### config.mk
export PLATFORM = sky130hd
export DESIGN_NAME = reset_sequencer
export DESIGN_NICKNAME = d
export VERILOG_FILES = /design/src/rtl/reset_seq_pkg.sv /design/src/rtl/reset_sequencer.sv
export SDC_FILE = /design/constraint.sdc
export NUM_CORES = 1
export LEC_CHECK = 0
export CORE_UTILIZATION = 40
export CTS_CLUSTER_SIZE = 28
export DETAILED_ROUTE_END_ITERATION = 12
export GPL_TIMING_DRIVEN = 1
export PLACE_DENSITY = 0.66
export SLEW_MARGIN = 10
export SYNTH_ARGS = -nofsm -noshare
export SYNTH_HDL_FRONTEND = slang
export SYNTH_SLANG_ARGS = --single-unit
### constraint.sdc
create_clock -name clock -period 3.95 [get_ports clock]
set_input_delay 1.185 -clock clock [delete_from_list [all_inputs] [get_ports clock]]
set_output_delay 1.185 -clock clock [all_outputs]
set_load 0.005 [all_outputs]
### src/rtl/reset_seq_pkg.sv
// Shared definitions for the ordered reset-release controller: state encoding,
// relock saturation limit and a parameter-legality check.
package reset_seq_pkg;

    typedef enum logic [1:0] {
        ST_HOLD      = 2'd0,
        ST_WAIT_LOCK = 2'd1,
        ST_RELEASE   = 2'd2,
        ST_RUN       = 2'd3
    } seq_state_e;

    localparam logic [7:0] RELOCK_MAX = 8'hFF;

    // Every timing constant has to fit in the shared counter.
    function automatic bit params_legal(input int n_stages, input int hold_cycles,
                                        input int lock_filter, input int stage_gap,
                                        input int cnt_w);
        longint lim;
        if (cnt_w < 1 || cnt_w > 32) begin
            return 1'b0;
        end
        lim = longint'(1) << cnt_w;
        return (n_stages >= 1) && (n_stages <= 8) &&
               (hold_cycles >= 1) && (lock_filter >= 1) && (stage_gap >= 1) &&
               (longint'(hold_cycles) < lim) && (longint'(lock_filter) < lim) &&
               (longint'(stage_gap) < lim);
    endfunction

endpackage

### src/rtl/reset_sequencer.sv
// Ordered reset-release controller: holds all domains, filters PLL lock/init-done,
// then releases the active-low domain resets one by one with a fixed gap.
module reset_sequencer
    import reset_seq_pkg::*;
#(
    parameter int N_STAGES    = 3,
    parameter int HOLD_CYCLES = 8,
    parameter int LOCK_FILTER = 16,
    parameter int STAGE_GAP   = 32,
    parameter int CNT_W       = 16
) (
    input  logic                clock,
    input  logic                reset,
    input  logic                pll_lock,
    input  logic                init_done,
    input  logic                sw_reset_req,
    output logic [N_STAGES-1:0] stage_rst_n,
    output logic                seq_done,
    output logic [1:0]          seq_state,
    output logic [7:0]          relock_cnt
);

    localparam int IDX_W = 4;
    localparam logic [CNT_W-1:0] HOLD_LAST   = CNT_W'(HOLD_CYCLES - 1);
    localparam logic [CNT_W-1:0] FILTER_DONE = CNT_W'(LOCK_FILTER);
    localparam logic [CNT_W-1:0] GAP_LAST    = CNT_W'(STAGE_GAP - 1);
    localparam logic [IDX_W-1:0] LAST_IDX    = IDX_W'(N_STAGES - 1);

    if (!params_legal(N_STAGES, HOLD_CYCLES, LOCK_FILTER, STAGE_GAP, CNT_W)) begin : g_bad_params
        $error("reset_sequencer: illegal parameter combination");
    end

    seq_state_e          state_q, state_d;
    logic [CNT_W-1:0]    cnt_q, cnt_d;
    logic [IDX_W-1:0]    idx_q, idx_d;
    logic [N_STAGES-1:0] rst_n_q, rst_n_d;
    logic                done_q, done_d;
    logic [7:0]          relock_q, relock_d;

    logic [CNT_W-1:0]    cnt_inc;
    logic                lock_lost;
    logic                lock_good;

    assign cnt_inc   = cnt_q + CNT_W'(1);
    assign lock_good = pll_lock & init_done;
    // Only a lock drop after the first release counts as a relock event.
    assign lock_lost = ((state_q == ST_RELEASE) || (state_q == ST_RUN)) && !pll_lock;

    always_comb begin
        state_d  = state_q;
        cnt_d    = cnt_q;
        idx_d    = idx_q;
        rst_n_d  = rst_n_q;
        done_d   = done_q;
        relock_d = relock_q;

        if (sw_reset_req || lock_lost) begin
            state_d = ST_HOLD;
            cnt_d   = '0;
            idx_d   = '0;
            rst_n_d = '0;
            done_d  = 1'b0;
            if (lock_lost && relock_q != RELOCK_MAX) begin
                relock_d = relock_q + 8'd1;
            end
        end else begin
            case (state_q)
                ST_HOLD: begin
                    if (cnt_q == HOLD_LAST) begin
                        state_d = ST_WAIT_LOCK;
                        cnt_d   = '0;
                    end else begin
                        cnt_d = cnt_inc;
                    end
                end
                ST_WAIT_LOCK: begin
                    if (!lock_good) begin
                        cnt_d = '0;
                    end else if (cnt_inc == FILTER_DONE) begin
                        rst_n_d[0] = 1'b1;
                        cnt_d      = '0;
                        if (N_STAGES == 1) begin
                            state_d = ST_RUN;
                            done_d  = 1'b1;
                        end else begin
                            state_d = ST_RELEASE;
                            idx_d   = IDX_W'(1);
                        end
                    end else begin
                        cnt_d = cnt_inc;
                    end
                end
                ST_RELEASE: begin
                    if (cnt_q == GAP_LAST) begin
                        for (int i = 0; i < N_STAGES; i++) begin
                            if (idx_q == IDX_W'(i)) begin
                                rst_n_d[i] = 1'b1;
                            end
                        end
                        cnt_d = '0;
                        if (idx_q == LAST_IDX) begin
                            state_d = ST_RUN;
                            done_d  = 1'b1;
                        end else begin
                            idx_d = idx_q + IDX_W'(1);
                        end
                    end else begin
                        cnt_d = cnt_inc;
                    end
                end
                default: begin
                end
            endcase
        end
    end

    always_ff @(posedge clock) begin
        if (!reset) begin
            state_q  <= ST_HOLD;
            cnt_q    <= '0;
            idx_q    <= '0;
            rst_n_q  <= '0;
            done_q   <= 1'b0;
            relock_q <= '0;
        end else begin
            state_q  <= state_d;
            cnt_q    <= cnt_d;
            idx_q    <= idx_d;
            rst_n_q  <= rst_n_d;
            done_q   <= done_d;
            relock_q <= relock_d;
        end
    end

    assign stage_rst_n = rst_n_q;
    assign seq_done    = done_q;
    assign seq_state   = state_q;
    assign relock_cnt  = relock_q;

endmodule

==> summary.md, run 1 <==
| Metric | Value |
|---|---|
| Die ar. | 5640 um2 |
| Mux contribution to synthesized area | 0.0193 |
| CP Data Arrival Time | 3.33 ns |
| CP max stage cell | nor4_1 |
| Distinct cell type count after synthesis | 54 |
| Sequential area share after synthesis | 0.309 |
| Final WL | 4.54 mm |
| ANT nets after route | 0 |
| PwrDens | 258 nW/um2 |
| Syn_area_per_cell | 8.19 um2 |
| Initial Utilization | 0.416 |
| Final instance area | 2470 um2 |
| First-pass GRT wire length | 7.85 mm |
| YS warnings | 0 |
| Routed vias/inst | 5.39 |
| Setup Skew | 0.00550 ns |
| Post-synthesis simple-gate area fraction | 0.290 |
| # rows | 26 |
| Required time of the critical path | 4.18 ns |
| Peak supply drop | 113 uV |
| Share of cells above drive strength 1 | 0.0789 |
| Largest net degree at the start of global routing | 24 |
| TNS Setup | 0 ns |
| H-tree depth | 2 |
| Worst path max stage delay | 0.64 ns |
| # IOs | 19 |
| CTS max path bufs | 2 |
| CTS clk-pin slew, worst paths | 0.07 ns |
| Synth Area in XOR/XNOR | 0.0451 |
| Hold buffers post-CTS | 0 |
| Clock sinks | 33 |
| Core Area | 5140 um2 |
| Fin worst setup slack | 0.850 ns |
| Final setup fails | 0 |
| First-pass DRT Iterations | 4 |
| Final Hold Fails | 0 |
| Post-synthesis compound-gate area fraction | 0.221 |
| Unrepaired setup endpoints after global routing | false |
| # Post-CTS Setup Buffers | 0 |
| FFs w/ async S/R, synth | 0 |
| Type of the worst min-delay path | reg -> reg |
| Dpl cells | 341 |
| Post-CTS sizing | 0 |
| CP delay by family, top | simple AND/OR/NAND/NOR gates |
| Minimum clock period | 3.10 ns |
| Clk Latency, worst-skew pair | 0.29 ns |
| Global route overflow | 0 |
| Synthesized area | 2140 um2 |
| GRT Resource Usage Total | 0.183 |
| P&R area growth vs syn | 15.7% |
| Mapped Cells | 261 |
| Die height | 75.1 um |
| Total number of vias | 1881 |
| Residual DRC count | 0 |
| Top post-synthesis cells by count | dfxtp_1, nand2_1, nor2_1 |
| Dominant synthesized flop cell | dfxtp_1 |
| Crit end category | register |
| Root Buffer | clkbuf_8 |
| Max Cap Violations | 0 |
| Initial antenna violation count | 0 |
| Mapped Nets | 278 |
| Iteration-0 DRC Markers | 127 |
| HPWL after DPL | 3.25 mm |
| Final period util | 0.785 |
| ANT cells | 0 |
| Largest family of logic cells by synthesized area | simple AND/OR/NAND/NOR gates |
| Vias in the first global route | 1674 |
| Worst path buffer plus inverter count | 0 |
| Number of synthesized flops with an enable pin | 0 |
| Layout Nets | 295 |
| Crit-path cells | ha_1, nand3_1, nor4_1, nand4b_1, nand2_1, nand4_1, a2111oi_0, a22o_1 |
| F_max | 323 MHz |
| Main area contributors after synthesis | dfxtp_1, ha_1, nand2_1 |
| Placement Setup Slack | 0.615 ns |
| Tightest Pin Transition | 0.597 ns |
| Post-Layout Cell Count | 349 |
| Count leader, synth | dfxtp_1 |
| Yosys reg bits | 33 |
| Die width | 75.1 um |
| Outcome | finished clean |
| IO Port Bufs | 18 |
| Post-synth top area cell | dfxtp_1 |
| Post-synth top area share | 0.309 |
| DR WL/cell | 13.0 um |
| Crit-path max FO | 9 |
| Area after DPL | 2370 um2 |
| R2R Setup Slk | 0.85 ns |
| TritonCTS buffer count | 5 |
| Slew Viols, Final | 0 |
| Crit Path Class | reg -> reg |
| Static leakage | 0.000821 uW |
| Gpl congestion | 0.834 |
| Startpoint types | register |
| Clock tree from TritonCTS | yes |
| Relative max-transition margin | 0.598 |
| Post-Synth Adder-Cell Area | 0.0703 |
[worst register-to-register path, stage by stage, from the launching register on]
cell	delay, ns
dfxtp_1	0.42
ha_1	0.26
nand3_1	0.29
nor4_1	0.64
nand4b_1	0.35
nand2_1	0.21
nand4_1	0.17
a2111oi_0	0.53
a22o_1	0.19
[per-stage QoR]
step                      hold WS [ns]  utilization  power, uW
after global placement           0.457        0.462        365
after CTS                        0.483        0.481        648
after global routing             0.530        0.481        663
final                            0.481        0.481        638
after floorplan                  0.461            -        356
after detailed placement         0.468        0.462        365
[flip-flops by register name, summed over array words and instances (netlist names)]
signal / count
seq_state: 2
relock_cnt: 8
idx_q: 4
stage_rst_n: 3
cnt_q: 16
[placed cells by master, fill, tap and decap left out, types with 4 or more instances in the layout]
| master | n |
|---|---|
| ha_1 | 12 |
| and2_1 | 9 |
| xnor2_1 | 10 |
| inv_1 | 11 |
| dfxtp_1 | 33 |
| nor3_1 | 7 |
| a22o_1 | 7 |
| nand3_1 | 10 |
| clkdlybuf4s50_1 | 18 |
| a21oi_1 | 12 |
| o21ai_0 | 9 |
| or3_1 | 4 |
| nand4_1 | 9 |
| clkbuf_8 | 7 |
| nor2_1 | 23 |
| a31oi_1 | 8 |
| nand2_1 | 29 |
[path summary, 6_finish.rpt]
kind                        from              to  cells past startpoint
setup / recovery        cnt_q[1]        idx_q[2]                      8
hold / removal    stage_rst_n[0]  stage_rst_n[0]                      1
setup reg to reg        cnt_q[1]        idx_q[2]                      8
hold reg to reg   stage_rst_n[0]  stage_rst_n[0]                      1
[report_power, final]
part	switching [uW]	internal (uW)	total, uW	leakage, uW
Clock	122	157	280	0.0000542
Combinational	12.2	10.7	22.9	0.000501
Sequential	1.46	334	335	0.000266
Total	136	502	638	0.000821
[logic make-up after synthesis]
family	after synthesis
AOI/OAI and AO/OA	64
xor gates and xnor gates	11
and+or+nand+nor	115
DFF	33
adders and majority gates	12
buffers and inverters	22
muxes	4
[layout make-up]
| class | count | area, um2 |
|---|---|---|
| clock inverter | 1 | 5.00 |
| inverter | 11 | 41.3 |
| timing repair buffer | 21 | 203 |
| sequential | 33 | 661 |
| tap | 70 | 87.6 |
| multi-input combinational | 206 | 1380 |
| clock buffer | 7 | 96.3 |
| fill | 520 | 2670 |
[per-layer routing]
metal,track usage,vias up,part of all wire,routed length (um)
li1,-,986,-,-
met4,0.0692,0,0.016,72
met5,0,-,0,0
met1,0.252,863,0.52,2350
met2,0.275,26,0.44,1980
met3,0.0442,6,0.032,145
(Power assumes the default switching activity.)
==> run 2: changes to the inputs <==
Clock period 3.95 ns to 3 ns, I/O delays scaled along.
==> summary.md, run 2 (synthesis results as in run 1) <==
| Metric | Value |
|---|---|
| Outcome | finished clean (unchanged) |
| Relative max-transition margin | 0.692 (was 0.598) |
| Initial Utilization | 0.416 (unchanged) |
| Setup Skew | 0.00649 ns (was 0.00550 ns) |
| Hold buffers post-CTS | 0 (unchanged) |
| # IOs | 19 (unchanged) |
| P&R area growth vs syn | 21.4% (was 15.7%) |
| Core Area | 5140 um2 (unchanged) |
| Share of cells above drive strength 1 | 0.122 (was 0.0789) |
| Type of the worst min-delay path | reg -> reg (unchanged) |
| Clock sinks | 33 (unchanged) |
| TNS Setup | 0 ns (unchanged) |
| HPWL after DPL | 3.67 mm (was 3.25 mm) |
| Crit path capture | idx_q[2] (unchanged) |
| Final instance area | 2590 um2 (was 2470 um2) |
| Initial antenna violation count | 0 (unchanged) |
| Static leakage | 0.000895 uW (was 0.000821 uW) |
| Vias in the first global route | 1816 (was 1674) |
| Crit end category | register (unchanged) |
| Reg2reg path depth | 9 (was 8) |
| Largest net degree at the start of global routing | 15 (was 24) |
| Tightest Pin Transition | 0.456 ns (was 0.597 ns) |
| # Post-CTS Setup Buffers | 0 (unchanged) |
| Final setup fails | 0 (unchanged) |
| PwrDens | 311 nW/um2 (was 258 nW/um2) |
| Final core utilization | 0.505 (was 0.481) |
| Final Hold Fails | 0 (unchanged) |
| Unrepaired setup endpoints after global routing | false (unchanged) |
| Capturing point of the worst reg2reg path | idx_q[2] (unchanged) |
| Dpl cells | 358 (was 341) |
| Total number of vias | 1999 (was 1881) |
| Routed vias/inst | 5.46 (was 5.39) |
| Critical Path Stages | 9 (was 8) |
| ANT nets after route | 0 (unchanged) |
| Largest register FFs | 16 (unchanged) |
| Max Cap Violations | 0 (unchanged) |
| Slew Viols, Final | 0 (unchanged) |
| R2R Setup Slk | 0.17 ns (was 0.85 ns) |
| Die height | 75.1 um (unchanged) |
| Worst path max stage delay | 0.49 ns (was 0.64 ns) |
| Clk Latency, worst-skew pair | 0.28 ns (was 0.29 ns) |
| Die ar. | 5640 um2 (unchanged) |
| Global route overflow | 0 (unchanged) |
| GRT Resource Usage Total | 0.196 (was 0.183) |
| ANT cells | 0 (unchanged) |
| Largest register by flop count | cnt_q (unchanged) |
| CP Data Arrival Time | 3.07 ns (was 3.33 ns) |
| First-pass DRT Iterations | 4 (unchanged) |
| Final WL | 5.01 mm (was 4.54 mm) |
| DR WL/cell | 13.7 um (was 13.0 um) |
| Fin worst setup slack | 0.167 ns (was 0.850 ns) |
| Crit-path max FO | 8 (was 9) |
| Post-Layout Cell Count | 366 (was 349) |
| Root Buffer | clkbuf_8 (unchanged) |
| CP max stage cell | a2111oi_1 (was nor4_1) |
| Commonest non-fill, non-tap cells in the layout | dfxtp_1, nand2_1, nor2_1 (unchanged) |
| # rows | 26 (unchanged) |
| Minimum clock period | 2.83 ns (was 3.10 ns) |
| Worst path buffer plus inverter count | 1 (was 0) |
| H-tree depth | 2 (unchanged) |
| Worst r2r src | cnt_q[0] (was cnt_q[1]) |
| Clock tree from TritonCTS | yes (unchanged) |
| Worst Setup SP | cnt_q[0] (was cnt_q[1]) |
| IO Port Bufs | 18 (unchanged) |
| CTS clk-pin slew, worst paths | 0.07 ns (about the same) |
| Commonest non-fill, non-tap cell in the layout | dfxtp_1 (unchanged) |
| Placement Setup Slack | 0.0621 ns (was 0.615 ns) |
| Layout Nets | 312 (was 295) |
| Post-CTS sizing | 0 (unchanged) |
| F_max | 353 MHz (was 323 MHz) |
| Crit Path Class | reg -> reg (unchanged) |
| Peak supply drop | 191 uV (was 113 uV) |
| Area after DPL | 2510 um2 (was 2370 um2) |
| Crit-path cells | ha_1, nand3_1, buf_4, nor4_1, nand4b_1, nand2_1, nand4_1, a2111oi_1, a22o_1 (was ha_1, nand3_1, nor4_1, nand4b_1, nand2_1, nand4_1, a2111oi_0, a22o_1) |
| CP delay by family, top | simple AND/OR/NAND/NOR gates (unchanged) |
| First-pass GRT wire length | 8.51 mm (was 7.85 mm) |
| TritonCTS buffer count | 5 (unchanged) |
| Residual DRC count | 0 (unchanged) |
| Required time of the critical path | 3.23 ns (was 4.18 ns) |
| CTS max path bufs | 2 (unchanged) |
| Startpoint types | register (unchanged) |
| Gpl congestion | 0.816 (was 0.834) |
| Die width | 75.1 um (unchanged) |
| Iteration-0 DRC Markers | 111 (was 127) |
| Final period util | 0.944 (was 0.785) |
==> run 2: cell types whose count changed in the layout (fill, tap and decap cells not counted), sizes merged <==
cell | before | now
clkbuf | 7 | 8
buf | 3 | 20
clkinv | 1 | 0
==> run 2: cell type report <==
class / instances / area, um2
Fill cell: 527 / 2550
Tap cell: 70 / 87.6
Multi-Input combinational cell: 206 / 1380
Inverter: 11 / 41.3
Clock buffer: 8 / 80.1
Sequential cell: 33 / 661
Timing Repair Buffer: 38 / 343
==> run 2: layer usage <==
| layer | GRT usage | vias to the layer above | part of all wire |
|---|---|---|---|
| met2 | 0.309 | 37 | 0.44 |
| met4 | 0.0566 | 0 | 0.012 |
| met5 | 0 | - | 0 |
| met3 | 0.0402 | 6 | 0.035 |
| met1 | 0.269 | 938 | 0.51 |
| li1 | - | 1018 | - |
==> run 2: worst min-delay path by stage <==
stage / cells after the start / from / endpoint
after global placement: 2 / stage_rst_n[1] / stage_rst_n[1]
after detailed placement: 2 / stage_rst_n[1] / stage_rst_n[1]
final: 2 / stage_rst_n[1] / stage_rst_n[1]
after floorplan: 2 / stage_rst_n[1] / stage_rst_n[1]
after global routing: 1 / stage_rst_n[0] / stage_rst_n[0]
after CTS: 2 / stage_rst_n[1] / stage_rst_n[1]
==> run 2: through the flow <==
stage          total power (uW)  hold WS [ns]
6_report                    806         0.482
3_5_place_dp                488         0.463
2_1_floorplan               469         0.461
4_1_cts                     812         0.483
3_3_place_gp                487         0.455
5_1_grt                     839         0.509
==> run 2: report_power, final <==
group | internal [uW] | switching (uW) | total [uW] | leakage, uW
Sequential | 439 | 2.08 | 441 | 0.000266
Clock | 165 | 163 | 327 | 0.0000395
Combinational | 19.2 | 17.8 | 37.0 | 0.000590
Total | 623 | 182 | 806 | 0.000895
==> run 2: worst min-delay path, stage by stage, from the launching register on <==
cell and delay, ns:
dfxtp_1 0.34, a31oi_1 0.04, nor2_1 0.07
